$ cat src/rtl/mem_arbiter.sv
// Two-requester round-robin arbiter in front of a 32x32 single-port data memory.
// Each transaction runs PRE/ACCESS/CAPTURE with done SETTLE+2 edges after the request; requesters wait, there is no queueing.
module mem_arbiter #(
  parameter int SETTLE = 2
) (
  input  logic        clk,
  input  logic        rst,
  input  logic        req0,
  input  logic        req1,
  input  logic        we0,
  input  logic        we1,
  input  logic [4:0]  addr0,
  input  logic [4:0]  addr1,
  input  logic [31:0] wdata0,
  input  logic [31:0] wdata1,
  output logic        gnt0,
  output logic        gnt1,
  output logic        done0,
  output logic        done1,
  output logic [31:0] rdata,
  output logic        mem_rst,
  output logic        mem_write_en,
  output logic        mem_mode,
  output logic [4:0]  mem_address,
  output logic [31:0] mem_data_in,
  input  logic [31:0] mem_data_out
);

  typedef enum logic [1:0] {IDLE, PRE, ACCESS, CAPTURE} state_t;

  localparam logic [3:0] SETTLE_LAST = 4'(SETTLE - 1);

  state_t      state;
  state_t      state_nxt;
  logic [3:0]  cnt;
  logic        prio;
  logic        owner;
  logic        lat_we;
  logic [4:0]  lat_addr;
  logic [31:0] lat_wdata;
  logic        any_req;
  logic        win;
  logic        access_last;

  always_comb begin
    any_req     = req0 | req1;
    win         = (req0 && req1) ? prio : req1;
    access_last = (state == ACCESS) && (cnt == SETTLE_LAST);
    state_nxt   = state;
    case (state)
      IDLE:    if (any_req) state_nxt = PRE;
      PRE:     state_nxt = ACCESS;
      ACCESS:  if (cnt == SETTLE_LAST) state_nxt = CAPTURE;
      CAPTURE: state_nxt = IDLE;
      default: state_nxt = IDLE;
    endcase
  end

  // Grant and done decode straight from state so reset clears them in the same edge.
  always_comb begin
    gnt0         = (state != IDLE) && !owner;
    gnt1         = (state != IDLE) && owner;
    done0        = (state == CAPTURE) && !owner;
    done1        = (state == CAPTURE) && owner;
    mem_rst      = rst;
    mem_write_en = (state == ACCESS) && lat_we;
    mem_mode     = (state != ACCESS) || lat_we;
    mem_data_in  = ((state == ACCESS) && lat_we) ? lat_wdata : 32'd0;
  end

  always_ff @(posedge clk) begin
    if (rst) begin
      state       <= IDLE;
      cnt         <= 4'd0;
      prio        <= 1'b0;
      owner       <= 1'b0;
      lat_we      <= 1'b0;
      lat_addr    <= 5'd0;
      lat_wdata   <= 32'd0;
      rdata       <= 32'd0;
      mem_address <= 5'd0;
    end else begin
      state <= state_nxt;
      case (state)
        IDLE: begin
          cnt <= 4'd0;
          if (any_req) begin
            owner       <= win;
            prio        <= ~win;
            lat_we      <= win ? we1 : we0;
            lat_addr    <= win ? addr1 : addr0;
            lat_wdata   <= win ? wdata1 : wdata0;
            // Inverted address guarantees a change even for back-to-back same-address accesses.
            mem_address <= ~(win ? addr1 : addr0);
          end
        end
        PRE: begin
          cnt         <= 4'd0;
          mem_address <= lat_addr;
        end
        ACCESS: begin
          cnt <= access_last ? 4'd0 : cnt + 4'd1;
          if (access_last && !lat_we) rdata <= mem_data_out;
        end
        default: cnt <= 4'd0;
      endcase
    end
  end

endmodule

$ cat config.mk
export PLATFORM = sky130hd
export DESIGN_NAME = mem_arbiter
export DESIGN_NICKNAME = d
export VERILOG_FILES = /design/src/rtl/mem_arbiter.sv
export SDC_FILE = /design/constraint.sdc
export NUM_CORES = 1
export LEC_CHECK = 0
export BUFFER_PORTS_ARGS = -buffer_cell sky130_fd_sc_hd__clkbuf_2
export CAP_MARGIN = 20
export CORE_MARGIN = 5
export CORE_UTILIZATION = 30
export DETAILED_ROUTE_END_ITERATION = 6
export HOLD_SLACK_MARGIN = 0.1
export SYNTH_ARGS = -nofsm -noshare
export SYNTH_HDL_FRONTEND = slang
export SYNTH_SLANG_ARGS = --single-unit
$ cat constraint.sdc
create_clock -name clk -period 2.2 [get_ports clk]
set_clock_uncertainty 0.1 [all_clocks]
set_input_delay 0.44 -clock clk [delete_from_list [all_inputs] [get_ports clk]]
set_output_delay 0.44 -clock clk [all_outputs]
set_load 0.01 [all_outputs]
=== Word level (Yosys, flattened, before mapping) ===
Cells that the tools add are included.

* $add $sub $neg: 1
* Equality and inequality tests: 7
* Mux-type cells: 10
* Bitwise logic cells: 4
* Reductions and logical operators: 19

{| class="wikitable"
|+ Operator list
! cell !! number
|-
| 2-to-1 mux 32 bit || 2
|-
| 2-to-1 mux 5 bit || 2
|-
| one-hot mux 5 bit (2 select lines) || 1
|-
| logical AND 1 bit || 8
|-
| one-hot mux 2 bit (4 select lines) || 1
|-
| AND reduction 2 bit || 4
|-
| != test 2 bit, second input constant || 3
|-
| NOT 5 bit || 1
|-
| adder 4 x 1 -> 4 bit, second input constant || 1
|-
| equality test 2 bit, second input constant || 2
|-
| equality test 4 x 1 -> 1 bit, second input constant || 1
|-
| 2-to-1 mux 2 bit || 2
|-
| nonzero test 2 bit || 2
|-
| OR reduction 3 bit || 1
|-
| equality test 2 x 1 -> 1 bit, second input constant || 1
|-
| logical NOT 1 bit || 2
|-
| logical NOT 2 bit || 1
|-
| 2-to-1 mux 1 bit || 2
|-
| NOT 1 bit || 2
|-
| logical OR 1 bit || 1
|-
| bitwise OR 1 bit || 1
|}

* Bits in registers: 83
* Input port bits: 112
* Output and inout bits: 76
* Logic and storage cells: 50

=== Logic depth before layout (Yosys ltp) ===
* Depth in word-level cells: 6
* Depth in mapped cells: 9
* Depth with buffers taken out: 6

=== Least setup slack after synthesis ===
OpenSTA, ideal clock, no wires.

* Kind: register to register
* From: reg state[0]
* To: reg lat_wdata[0]
* Library setup time: 0.114 ns
* Arrival time: 1.476 ns
* Data required time: 1.986 ns
* Slack: 0.510 ns
* Stages on the path, launching flop included: 9
* Path buffers: 2
* Period minus slack after synthesis: 1.690 ns
* Cell sequence: dfxtp_1 inv_1 ha_1 buf_2 o21a_1 nor2_1 buf_2 a22o_1 a21o_1

* Word-level cells in the longest chain between the ends: 2

{| class="wikitable"
|+ RTL lines
! item !! line !! source
|-
| start, declared || 33 || <nowiki>state_t state;</nowiki>
|-
| start signal, assigned || 83 || <nowiki>state <= state_nxt;</nowiki>
|-
| logical NOT 2 bit || 84 || <nowiki>case (state)</nowiki>
|-
| AND reduction 2 bit (no source line) || - ||
|-
| end signal, assigned || 92 || <nowiki>lat_wdata <= win ? wdata1 : wdata0;</nowiki>
|-
| end, declared || 40 || <nowiki>logic [31:0] lat_wdata;</nowiki>
|}

Every way passes these cells.
A chain may end at the register's enable or synchronous reset.

=== Final worst setup path ===
* From: reg state[0]
* To: out mem_data_in[12]

* Word-level cells in the longest chain between the ends: 3

{| class="wikitable"
|+ RTL lines
! item !! line !! source
|-
| equality test 2 bit || 68 || <nowiki>mem_data_in = ((state == ACCESS) && lat_we) ? lat_wdata : 32'd0;</nowiki>
|-
| logical AND 1 bit || 68 ||
|-
| 2-to-1 mux 32 bit || 68 ||
|-
| end, declared || 25 || <nowiki>output logic [31:0] mem_data_in,</nowiki>
|}

Every way passes these cells.

==> out/summary.txt <==
number of distinct library cells after synthesis: 33
Syn Area/Cell: 8.698 um2
final worst path period need: 2.085 ns
Critical Path AT: 1.55 ns
Starting Density: 0.3023
critical path required time: 1.66 ns
CTS tree: done
worst rel slew slack: 0.6101
first-pass GRT wire length: 18.02 mm
DRT Pass-1 Iters: 5
layout cells sized above 1: 0.3727
IO Pins: 188
gr usage total: 0.1569
Crit path largest cell delay: 0.34 ns
Pwr Total: 0.005130 W
Worst R2R Start: state[1]$_SDFFE_PP0P_
Crit Path Max Fanout: 37
commonest non-fill, non-tap cell in the layout: clkbuf_2
die width: 119.6 um
root buffer cell: clkbuf_16
clock-pin transition on the worst setup and hold timing paths: 0.06 ns
Antenna Nets Post-Route: 0
Final period util: 0.9478
crit-path cells: inv_1, ha_1, buf_12, and3_1, clkbuf_2
status: completed
NumNets Final: 707
Worst Setup End Kind: primary output
Crit. Startpoint: state[0]$_SDFFE_PP0P_
routed via count: 3,615
Final Hold Vio Count: 0
clock buffer depth: 2
YS warnings: 0
number of flops mapped to enable cells by yosys: 0
vias in the first global route: 3,681
fillers: 1,216
total CTS buffers: 9
commonest non-fill, non-tap cells in the layout: 187 x clkbuf_2, 82 x dfxtp_1, 81 x nand2_1
critical path type: reg2out
syn_nets: 533
worst-skew pair later-pin latency: 0.34 ns
slowest CP cell: dfxtp_2
non-filler cells, final: 740
core area: 11,910 um2
die footprint: 14,290 um2
final WL: 11.16 mm
Fmax achieved: 0.4796 GHz
Iter 0 DRT Violations: 176
grt total ovfl: 0
max-slew violations: 0
GPL Wtd Cong: 0.8015
ratio of total power to cell area: 1022 nW/um2
Area growth syn-to-layout: 39.33%
Synth Register Bits: 83
dpl cells: 724
sequential-to-total area share from yosys stat: 0.4614
FFs w/ async S/R, synth: 0
sequential cell area: 1663 um2
CP startpoint kind: flip-flop
ant diodes: 0
Hold Startpoint: wdata1[11]
H-tree depth: 3
Multi-input gate area: 1749 um2
dominant synthesized flop cell: dfxtp_1
Buffers on Ports: 187
post-CTS setup buffers: 0
worst vdd ir: 522.4 uV
P_leak: 2.649 nW
worst min-delay path class: in2reg
standard-cell row count: 40
worst slew pin tran: 0.5848 ns
HPWL after detailed placement: 8.157 mm
maxcap violations: 0
Clock Sinks: 83
Syn Inst Count: 414
RSZ-0062 raised after global routing: false
Final setup viols: 0
Wirelength per Cell: 15.08 um
Residual DRC: 0
Die Span Y: 119.6 um
vias per inst: 4.885
largest net degree at the start of global routing: 49
total negative slack: 0 ns
initial antenna violation count: 0
Syn Std Cell Area: 3601 um2
## stage by stage
| stage | cell area [um2] | hold slack [ns] | utilization | setup WS (ns) |
|---|---|---|---|---|
| after floorplan | 3601 | 0.3337 | - | 0.5096 |
| after global placement | 4656 | 0.3410 | 0.3909 | 0.2211 |
| after detailed placement | 4656 | 0.3507 | 0.3909 | 0.1828 |
| after CTS | 5002 | 0.1754 | 0.4200 | 0.05024 |
| after global routing | 5017 | 0.1749 | 0.4212 | 0.0002551 |
| final | 5017 | 0.1927 | 0.4212 | 0.1148 |
## power breakdown
part / internal (W) / total [W] / switching [W]
logic: 0.000629 / 0.00146 / 0.000828
registers: 0.00179 / 0.00195 / 0.000159
clock network: 0.00114 / 0.00173 / 0.000591
## cells by family after synthesis
kind of cell	after synthesis	share of synthesized area
xor gates and xnor gates	2	0.004865
DFF	83	0.4614
muxes	6	0.01668
adders and majority gates	7	0.02432
buffers and inverters	41	0.05733
and+or+nand+nor	160	0.2029
AOI/OAI and AO/OA	115	0.2325
## worst max-delay path, delay by kind of cell (launching register included)
family | cells | cell delay (ns)
adder cells (fa/ha/maj) | 1 | 0.22
flip-flops | 1 | 0.34
buffers and inverters | 3 | 0.45
AND/OR/NAND/NOR | 1 | 0.19
## synthesized netlist by cell type, types with 6 or more instances
master	instances	area [um2]
nand2_1	81	304.0
a311oi_1	11	96.34
inv_1	6	22.52
and3_1	32	200.2
buf_2	12	60.06
mux2i_1	6	60.06
a21oi_1	34	170.2
nor2_1	31	116.4
dfxtp_1	83	1662
a22o_1	31	271.5
a21o_1	31	232.7
clkbuf_1	17	63.81
ha_1	7	87.58
## per-layer routing
layer | vias up | GRT usage | wire, um | share of wire
met2 | 162 | 0.2708 | 5203 | 0.47
met5 | - | 0 | 0 | 0
li1 | 1789 | - | - | -
met1 | 1654 | 0.1698 | 4681 | 0.42
met4 | 0 | 0.04152 | 144 | 0.013
met3 | 10 | 0.08011 | 1130 | 0.10
## state kept, by name, summed over array words and instances, names as in the netlist
register,count
cnt,4
lat_addr,5
lat_wdata,32
lat_we,1
mem_address,5
owner,1
prio,1
rdata,32
state,2
## final timing paths
path	endpoint	cells past startpoint	slack, ns
setup reg to reg	mem_address[4]$_SDFFE_PP0P_	5	0.18
hold reg to reg	rdata[23]$_SDFFE_PP0P_	2	0.35
hold / removal	lat_wdata[11]$_SDFFE_PP0P_	2	0.19
setup / recovery	mem_data_in[12]	5	0.11
## area by class of cell
type                            count  area share
Timing Repair Buffer              198      0.2105
Sequential cell                    83      0.3314
Clock buffer                       11     0.04838
Clock inverter                      5     0.01995
Multi-Input combinational cell    290      0.3486
Tap cell                          147     0.03666
Inverter                            6    0.004489
## what timing repair did
action                     in CTS  in global routing
hold buffers                    0                  0
resized for setup               1                  4
cloned                          0                  0
setup endpoints to repair       3                 34
Power figures use the tool's default switching activity.
